<file path="src/rtl/mips_cpu_bus_pkg.sv">
// Shared types and helpers for the MIPS CPU load/store unit.
// Opcodes, FSM states and access-size decoding.
package mips_cpu_bus_pkg;

  typedef enum logic [2:0] {
    LB  = 3'd0,
    LBU = 3'd1,
    LH  = 3'd2,
    LHU = 3'd3,
    LW  = 3'd4,
    SB  = 3'd5,
    SH  = 3'd6,
    SW  = 3'd7
  } lsu_op_t;

  typedef enum logic [1:0] {
    IDLE = 2'd0,
    BUS  = 2'd1,
    RESP = 2'd2
  } lsu_state_t;

  localparam logic [1:0] SZ_BYTE = 2'd0;
  localparam logic [1:0] SZ_HALF = 2'd1;
  localparam logic [1:0] SZ_WORD = 2'd2;

  function automatic logic is_store(lsu_op_t op);
    return (op == SB) || (op == SH) || (op == SW);
  endfunction

  function automatic logic [1:0] op_size(lsu_op_t op);
    case (op)
      LB, LBU, SB: return SZ_BYTE;
      LH, LHU, SH: return SZ_HALF;
      default:     return SZ_WORD;
    endcase
  endfunction

endpackage

</file>
<file path="src/rtl/mips_cpu_bus_lsu_if.sv">
// CPU data bus: read/write strobes, byte enables and waitrequest stall.
// The LSU is the master; the memory model is the slave.
interface mips_cpu_bus_lsu_if #(
  parameter int ADDR_W = 24
);
  logic [ADDR_W-1:0] addr;
  logic              read;
  logic              write;
  logic [3:0]        byteenable;
  logic [31:0]       writedata;
  logic              waitrequest;
  logic [31:0]       readdata;

  modport master (
    output addr, read, write, byteenable, writedata,
    input  waitrequest, readdata
  );

  modport slave (
    input  addr, read, write, byteenable, writedata,
    output waitrequest, readdata
  );
endinterface

</file>
<file path="src/rtl/mips_cpu_bus_lsu_align.sv">
// Lane selection, misalignment detection, store replication and load extension.
// Readdata arrives with the enabled lanes already packed toward bit 0.
module mips_cpu_bus_lsu_align
  import mips_cpu_bus_pkg::*;
(
  input  lsu_op_t     op,
  input  logic [1:0]  lane,
  input  logic [31:0] wdata,
  input  logic [31:0] rdata,
  output logic [3:0]  be,
  output logic        misaligned,
  output logic [31:0] wdata_lane,
  output logic [31:0] rdata_ext
);

  always_comb begin
    be         = 4'b1111;
    misaligned = 1'b0;
    case (op_size(op))
      SZ_BYTE: be = 4'b0001 << lane;
      SZ_HALF: begin
        be         = lane[1] ? 4'b1100 : 4'b0011;
        misaligned = lane[0];
      end
      default: misaligned = |lane;
    endcase
  end

  always_comb begin
    wdata_lane = wdata;
    case (op)
      SB:      wdata_lane = {4{wdata[7:0]}};
      SH:      wdata_lane = {2{wdata[15:0]}};
      default: wdata_lane = wdata;
    endcase
  end

  always_comb begin
    rdata_ext = 32'd0;
    case (op)
      LB:      rdata_ext = {{24{rdata[7]}}, rdata[7:0]};
      LBU:     rdata_ext = {24'd0, rdata[7:0]};
      LH:      rdata_ext = {{16{rdata[15]}}, rdata[15:0]};
      LHU:     rdata_ext = {16'd0, rdata[15:0]};
      LW:      rdata_ext = rdata;
      default: rdata_ext = 32'd0;
    endcase
  end

endmodule

</file>
<file path="src/rtl/mips_cpu_bus_lsu.sv">
// Load/store unit bus master: one request at a time, single bus transaction,
// aligned and extended result returned as a one-cycle pulse.
//
// state | meaning
// IDLE  | req_ready high, waiting for a request
// BUS   | read/write strobe held until waitrequest drops
// RESP  | rsp_valid pulse (load data, or misalignment fault)
module mips_cpu_bus_lsu
  import mips_cpu_bus_pkg::*;
#(
  parameter int ADDR_W = 24
) (
  input  logic                clk,
  input  logic                reset_n,
  input  logic                req_valid,
  output logic                req_ready,
  input  lsu_op_t             req_op,
  input  logic [31:0]         req_addr,
  input  logic [31:0]         req_wdata,
  input  logic [4:0]          req_rd,
  output logic                rsp_valid,
  output logic [31:0]         rsp_data,
  output logic [4:0]          rsp_rd,
  output logic                rsp_misaligned,
  mips_cpu_bus_lsu_if.master  bus
);

  lsu_state_t        state_q, state_d;
  lsu_op_t           op_q, op_sel;
  logic [ADDR_W-1:0] addr_q;
  logic [31:0]       wdata_q, result_q;
  logic [4:0]        rd_q;
  logic              mis_q;
  logic [1:0]        lane_sel;
  logic [31:0]       wdata_sel;
  logic [3:0]        be;
  logic              misaligned;
  logic [31:0]       wdata_lane, rdata_ext;
  logic              accept;
  logic              unused_addr_hi;

  assign unused_addr_hi = ^req_addr;

  // While idle the aligner looks at the incoming request to flag faults at accept.
  assign op_sel    = (state_q == IDLE) ? req_op : op_q;
  assign lane_sel  = (state_q == IDLE) ? req_addr[1:0] : addr_q[1:0];
  assign wdata_sel = (state_q == IDLE) ? req_wdata : wdata_q;
  assign accept    = req_valid && (state_q == IDLE);

  mips_cpu_bus_lsu_align u_align (
    .op         (op_sel),
    .lane       (lane_sel),
    .wdata      (wdata_sel),
    .rdata      (bus.readdata),
    .be         (be),
    .misaligned (misaligned),
    .wdata_lane (wdata_lane),
    .rdata_ext  (rdata_ext)
  );

  always_ff @(posedge clk) begin
    if (!reset_n) begin
      state_q  <= IDLE;
      op_q     <= LB;
      addr_q   <= '0;
      wdata_q  <= 32'd0;
      rd_q     <= 5'd0;
      mis_q    <= 1'b0;
      result_q <= 32'd0;
    end else begin
      state_q <= state_d;
      if (accept) begin
        op_q     <= req_op;
        addr_q   <= req_addr[ADDR_W-1:0];
        wdata_q  <= req_wdata;
        rd_q     <= req_rd;
        mis_q    <= misaligned;
        result_q <= 32'd0;
      end else if (state_q == BUS && !bus.waitrequest) begin
        result_q <= rdata_ext;
      end
    end
  end

  always_comb begin
    state_d = state_q;
    case (state_q)
      IDLE:    if (accept) state_d = misaligned ? RESP : BUS;
      BUS:     if (!bus.waitrequest) state_d = RESP;
      RESP:    state_d = IDLE;
      default: state_d = IDLE;
    endcase
  end

  always_comb begin
    req_ready      = (state_q == IDLE);
    rsp_valid      = 1'b0;
    rsp_data       = 32'd0;
    rsp_rd         = 5'd0;
    rsp_misaligned = 1'b0;
    bus.addr       = '0;
    bus.read       = 1'b0;
    bus.write      = 1'b0;
    bus.byteenable = 4'b0000;
    bus.writedata  = 32'd0;
    if (state_q == BUS) begin
      bus.addr       = {addr_q[ADDR_W-1:2], 2'b00};
      bus.read       = !is_store(op_q);
      bus.write      = is_store(op_q);
      bus.byteenable = be;
      bus.writedata  = is_store(op_q) ? wdata_lane : 32'd0;
    end
    if (state_q == RESP) begin
      rsp_valid      = 1'b1;
      rsp_data       = result_q;
      rsp_rd         = rd_q;
      rsp_misaligned = mis_q;
    end
  end

endmodule

</file>
<file path="src/flat_wrapper.sv">
// flat-port wrapper written by rule: the top's interface ports become plain ports
module mips_cpu_bus_lsu_flat import mips_cpu_bus_pkg::*;
#(
  parameter int ADDR_W = 24
)
  (clk, reset_n, req_valid, req_ready, req_op, req_addr, req_wdata, req_rd, rsp_valid, rsp_data, rsp_rd, rsp_misaligned, bus_addr, bus_read, bus_write, bus_byteenable, bus_writedata, bus_waitrequest, bus_readdata);
  mips_cpu_bus_lsu_if #(.ADDR_W(ADDR_W)) bus_i ();
  input  logic clk;
  input  logic reset_n;
  input  logic req_valid;
  output logic req_ready;
  input  lsu_op_t req_op;
  input  logic [31:0] req_addr;
  input  logic [31:0] req_wdata;
  input  logic [4:0] req_rd;
  output logic rsp_valid;
  output logic [31:0] rsp_data;
  output logic [4:0] rsp_rd;
  output logic rsp_misaligned;
  output wire logic [$bits(bus_i.addr)-1:0] bus_addr;
  output wire logic [$bits(bus_i.read)-1:0] bus_read;
  output wire logic [$bits(bus_i.write)-1:0] bus_write;
  output wire logic [$bits(bus_i.byteenable)-1:0] bus_byteenable;
  output wire logic [$bits(bus_i.writedata)-1:0] bus_writedata;
  input wire logic [$bits(bus_i.waitrequest)-1:0] bus_waitrequest;
  input wire logic [$bits(bus_i.readdata)-1:0] bus_readdata;
  assign bus_addr = bus_i.addr;
  assign bus_read = bus_i.read;
  assign bus_write = bus_i.write;
  assign bus_byteenable = bus_i.byteenable;
  assign bus_writedata = bus_i.writedata;
  assign bus_i.waitrequest = bus_waitrequest;
  assign bus_i.readdata = bus_readdata;
  mips_cpu_bus_lsu #(.ADDR_W(ADDR_W)) u_core (.clk(clk), .reset_n(reset_n), .req_valid(req_valid), .req_ready(req_ready), .req_op(req_op), .req_addr(req_addr), .req_wdata(req_wdata), .req_rd(req_rd), .rsp_valid(rsp_valid), .rsp_data(rsp_data), .rsp_rd(rsp_rd), .rsp_misaligned(rsp_misaligned), .bus(bus_i));
endmodule
</file>
<file path="config.mk">
export PLATFORM = sky130hd
export DESIGN_NAME = mips_cpu_bus_lsu_flat
export DESIGN_NICKNAME = d
export VERILOG_FILES = /design/src/rtl/mips_cpu_bus_pkg.sv /design/src/rtl/mips_cpu_bus_lsu_if.sv /design/src/rtl/mips_cpu_bus_lsu_align.sv /design/src/rtl/mips_cpu_bus_lsu.sv /design/src/flat_wrapper.sv
export SDC_FILE = /design/constraint.sdc
export NUM_CORES = 1
export LEC_CHECK = 0
export CORE_ASPECT_RATIO = 0.5
export CORE_UTILIZATION = 43
export CTS_CLUSTER_DIAMETER = 200
export DETAILED_ROUTE_END_ITERATION = 10
export GPL_TIMING_DRIVEN = 0
export PLACE_DENSITY_LB_ADDON = 0.2
export SYNTH_ARGS = -nofsm -noshare
export SYNTH_HDL_FRONTEND = slang
export SYNTH_SLANG_ARGS = --single-unit
</file>
<file path="constraint.sdc">
create_clock -name clk -period 2.8 [get_ports clk]
set_input_delay 0.42 -clock clk [delete_from_list [all_inputs] [get_ports clk]]
set_output_delay 0.42 -clock clk [all_outputs]
set_load 0.05 [all_outputs]
</file>
==> out/results.tsv <==
stage	metric	value	unit
critical_path	cp_num_buf_inv	5	
cts	clock_latency	0.35	ns
power	power_frac_clock	0.312	
critical_path	cpPeakStageDelay	0.35	ns
detailed_routing	drc_errors	0	
hold_path	hold_start	req_op[1]	
timing	fin_crit	2.80	ns
cts	path_clk_slew	0.07	ns
power	p_switching	1.31	mW
critical_path	r2r-start	u_core.state_q[1]$_SDFFE_PN0P_	
critical_path	critPathKind	reg -> out	
cts	cts_max_level	3	
floorplanning	pin_count	210	
detailed_routing	vias	5296	
critical_path	worst-path-max-fanout	8	
critical_path	crit_chain	or2_1 -> buf_2 -> inv_6 -> mux2i_4 -> buf_12 -> nor3_4 -> buf_4 -> a221o_1 -> buf_4	
timing	holdWs	0.402	ns
power	p_comb_frac	0.296	
detailed_routing	dr.pass1.iters	5	
timing	setup_viol	0	
run_status	status	completed	
placed_design	gp_congestion	0.924	
detailed_routing	wl_per_cell	16.0	um
cells_and_area	diodes	0	
timing	slew_violations	0	
critical_path	end_kind	output pin	
power	total_power	4.01	mW
critical_path	cp.arrival	2.38	ns
cells_and_area	fin_util	0.679	
global_route	grt_overflow	0	
power	p_int	2.70	mW
placed_design	io_buffers	197	
job	max_cap_violations	0	
cts	cts_sinks	99	
floorplanning	dieArea	0.0123	mm^2
power	p_per_area	525	mW/mm^2
global_route	antenna_found_initial	0	
critical_path	worst_path_most_repeated_cell	buf_4	
yosys	ys.warnings.count	0	
cts	cts-buffers-inserted	9	
critical_path	ff2ff_path_depth	6	
yosys	async_reset_ff_frac	0	
yosys	synth_area	0.00508	mm^2
floorplanning	die_w	156	um
timing	fin_crit_sh	0.999	
floorplanning	fp.dieH	78.9	um
cts	clock_path_buffers	2	
critical_path	rr_endpoint	u_core.addr_q[3]$_SDFFE_PN0P_	
yosys	synth_seq_cells	99	
critical_path	cp-start-kind	register	
power	p_seq_frac	0.391	
yosys	synth_edf_count	0	
cts	cts_tree	yes	
detailed_routing	antenna_left	0	
yosys	ys_seq_area_frac	0.390	
critical_path	r2r_setup_slack	0.81	ns
cells_and_area	final_layout_size_suffix_gt1_frac	0.196	
critical_path	slowest_stage	dfxtp_2	
global_route	grt.total_usage	0.264	
cells_and_area	nets	952	
critical_path	crit_required	2.38	ns
floorplanning	rows	27	
timing	worstMarginPinSlew	0.923	ns
hold_path	holdCritPathClass	in -> reg	
floorplanning	initial_core_util	0.452	
power	leakagePower	3.32	nW
detailed_routing	viasPerCell	5.25	
timing	skew	0.00740	ns
power	switching_share	0.327	
cts	ctsHoldBuffers	0	
yosys	synth.distinct_cells	57	
hold_path	holdPathStages	3	
global_route	grt_pass1_wl	25500	um
yosys	ys.flop_type	dfxtp_1	
cts	root_buffer	clkbuf_16	
power	ir_drop	339	uV
detailed_routing	drt_iter0_drc	328	
cells_and_area	fill_cells	998	
timing	max_freq	0.357	GHz
global_route	first_global_vias	5075	
global_route	grt_max_degree	17	
critical_path	critPathTopFamily	buffers and inverters	
timing	rsz0062_at_grt	true	
detailed_routing	wl	16100	um
timing	max-slew-margin-rel	0.381	
yosys	synth_area_per_cell	8.05	um^2
floorplanning	core_area	0.0112	mm^2
placed_design	dp_hpwl	11600	um
timing	tns	0	ns
cells_and_area	syn_to_final_growth	50.2	%
hold_path	min_to	u_core.op_q[1]$_SDFFE_PN0P_	
timing	hold_viol	0	
yosys	syn-instance-count	631	
worst reg2reg max path: stages, from the launching register on:
cell      delay (ns)
dfxtp_2         0.39
or3b_1          0.13
clkbuf_1        0.17
clkbuf_1        0.45
clkbuf_1        0.49
nand2_1         0.10
a21oi_1         0.18
routing by layer:
metal	vias up	routed length (um)	track usage	part of all wire
li1	2594	-	-	-
met4	0	216	0.0824	0.013
met1	2479	7210	0.339	0.45
met2	202	7540	0.436	0.47
met5	-	0	0	0
met3	21	1120	0.0682	0.069
power groups by stage:
stage	clock network, mW	logic, mW	registers, mW
global route	1.33	1.27	1.58
global placement	0	1.07	1.59
floorplan	0	0.715	1.58
CTS	1.27	1.15	1.57
finish	1.25	1.19	1.57
detailed placement	0	1.09	1.60
logic make-up after synthesis:
kind of cell              Yosys count  synth area share
xor gates and xnor gates            2           0.00345
DFF                                99             0.390
other                               1          0.000738
AOI/OAI and AO/OA                 154             0.215
muxes                              25            0.0547
buffers and inverters              73            0.0699
and+or+nand+nor                   277             0.266
placed cells by master, fill, tap and decap left out, types with 3 or more instances in the layout:
master,netlist,routed
and2_1,72,72
buf_2,17,26
a22o_1,8,8
clkbuf_4,0,6
o21ai_0,5,4
buf_12,0,3
nor2_1,27,27
clkbuf_1,25,22
nand2_1,133,132
mux2i_1,14,11
nand2b_1,5,5
a221o_1,23,23
dfxtp_1,99,97
nand3_1,4,3
mux2i_4,0,3
inv_1,16,16
or3b_1,3,3
buf_4,12,22
o31ai_1,8,8
a211oi_2,1,13
buf_6,2,7
a21oi_1,66,66
nor2b_1,5,5
nor3_1,9,7
dlygate4sd2_1,0,32
a22oi_1,9,9
clkbuf_16,0,9
clkdlybuf4s15_2,0,16
mux2_2,9,7
a211oi_1,17,5
o211ai_1,3,3
clkbuf_2,0,23
clkdlybuf4s50_1,0,98
sequential cells by signal, summed over array words and instances, names as in the netlist:
name / count
u_core.op_q: 3
u_core.addr_q: 24
u_core.mis_q: 1
u_core.rd_q: 5
u_core.state_q: 2
u_core.wdata_q: 32
u_core.result_q: 32
per-stage QoR:
stage | cells | setup slack [ns] | instance area, um^2
floorplan | 632 | -0.159 | 5160
global route | 1008 | -0.0651 | 7630
finish | 1008 | 0.00277 | 7630
global placement | 988 | -0.833 | 7330
CTS | 1009 | -0.0580 | 7660
detailed placement | 988 | -0.830 | 7330
worst max path at each step:
stage                                               from  cells after the start                 to
after floorplan           u_core.state_q[1]$_SDFFE_PN0P_                      6   bus_writedata[8]
after global placement                         req_op[2]                      7  bus_writedata[29]
after detailed placement                       req_op[2]                      7  bus_writedata[24]
after CTS                 u_core.state_q[1]$_SDFFE_PN0P_                      8  bus_writedata[14]
after global routing      u_core.state_q[1]$_SDFFE_PN0P_                      9  bus_writedata[29]
final                     u_core.state_q[1]$_SDFFE_PN0P_                      9  bus_writedata[29]
synth_stat cells (all sizes together) (2+ instances only):
cell type | count | area share
a211o | 2 | 0.0034
a211oi | 18 | 0.028
a21oi | 67 | 0.068
a221o | 23 | 0.045
a22o | 8 | 0.014
a22oi | 9 | 0.013
and2 | 73 | 0.090
and3 | 2 | 0.0025
buf | 31 | 0.039
clkbuf | 25 | 0.018
dfxtp | 99 | 0.39
inv | 17 | 0.013
mux2 | 9 | 0.020
mux2i | 15 | 0.030
nand2 | 134 | 0.099
nand2b | 5 | 0.0062
nand3 | 4 | 0.0039
nand4 | 2 | 0.0025
nor2 | 27 | 0.020
nor2b | 5 | 0.0062
nor3 | 10 | 0.012
nor3b | 2 | 0.0030
nor4b | 2 | 0.0034
o211ai | 3 | 0.0044
o21ai | 6 | 0.0066
o31ai | 8 | 0.012
or2 | 3 | 0.0037
or3b | 3 | 0.0052
xnor2 | 2 | 0.0034
layout make-up:
type | count | area, um^2 | area share
multi-input combinational | 460 | 2930 | 0.383
sequential | 99 | 1980 | 0.260
timing repair buffer | 202 | 1820 | 0.239
buffer | 55 | 338 | 0.0443
clock buffer | 11 | 233 | 0.0305
tap | 159 | 199 | 0.0261
inverter | 17 | 68.8 | 0.00901
clock inverter | 5 | 62.6 | 0.00820
timing repair:
action	4_1_cts	5_1_grt
resized for setup	281	74
endpoints found under the setup margin	97	58
pin swaps	1	2
setup buffers	5	0
gates cloned	0	0
(Power assumes the default switching activity.)
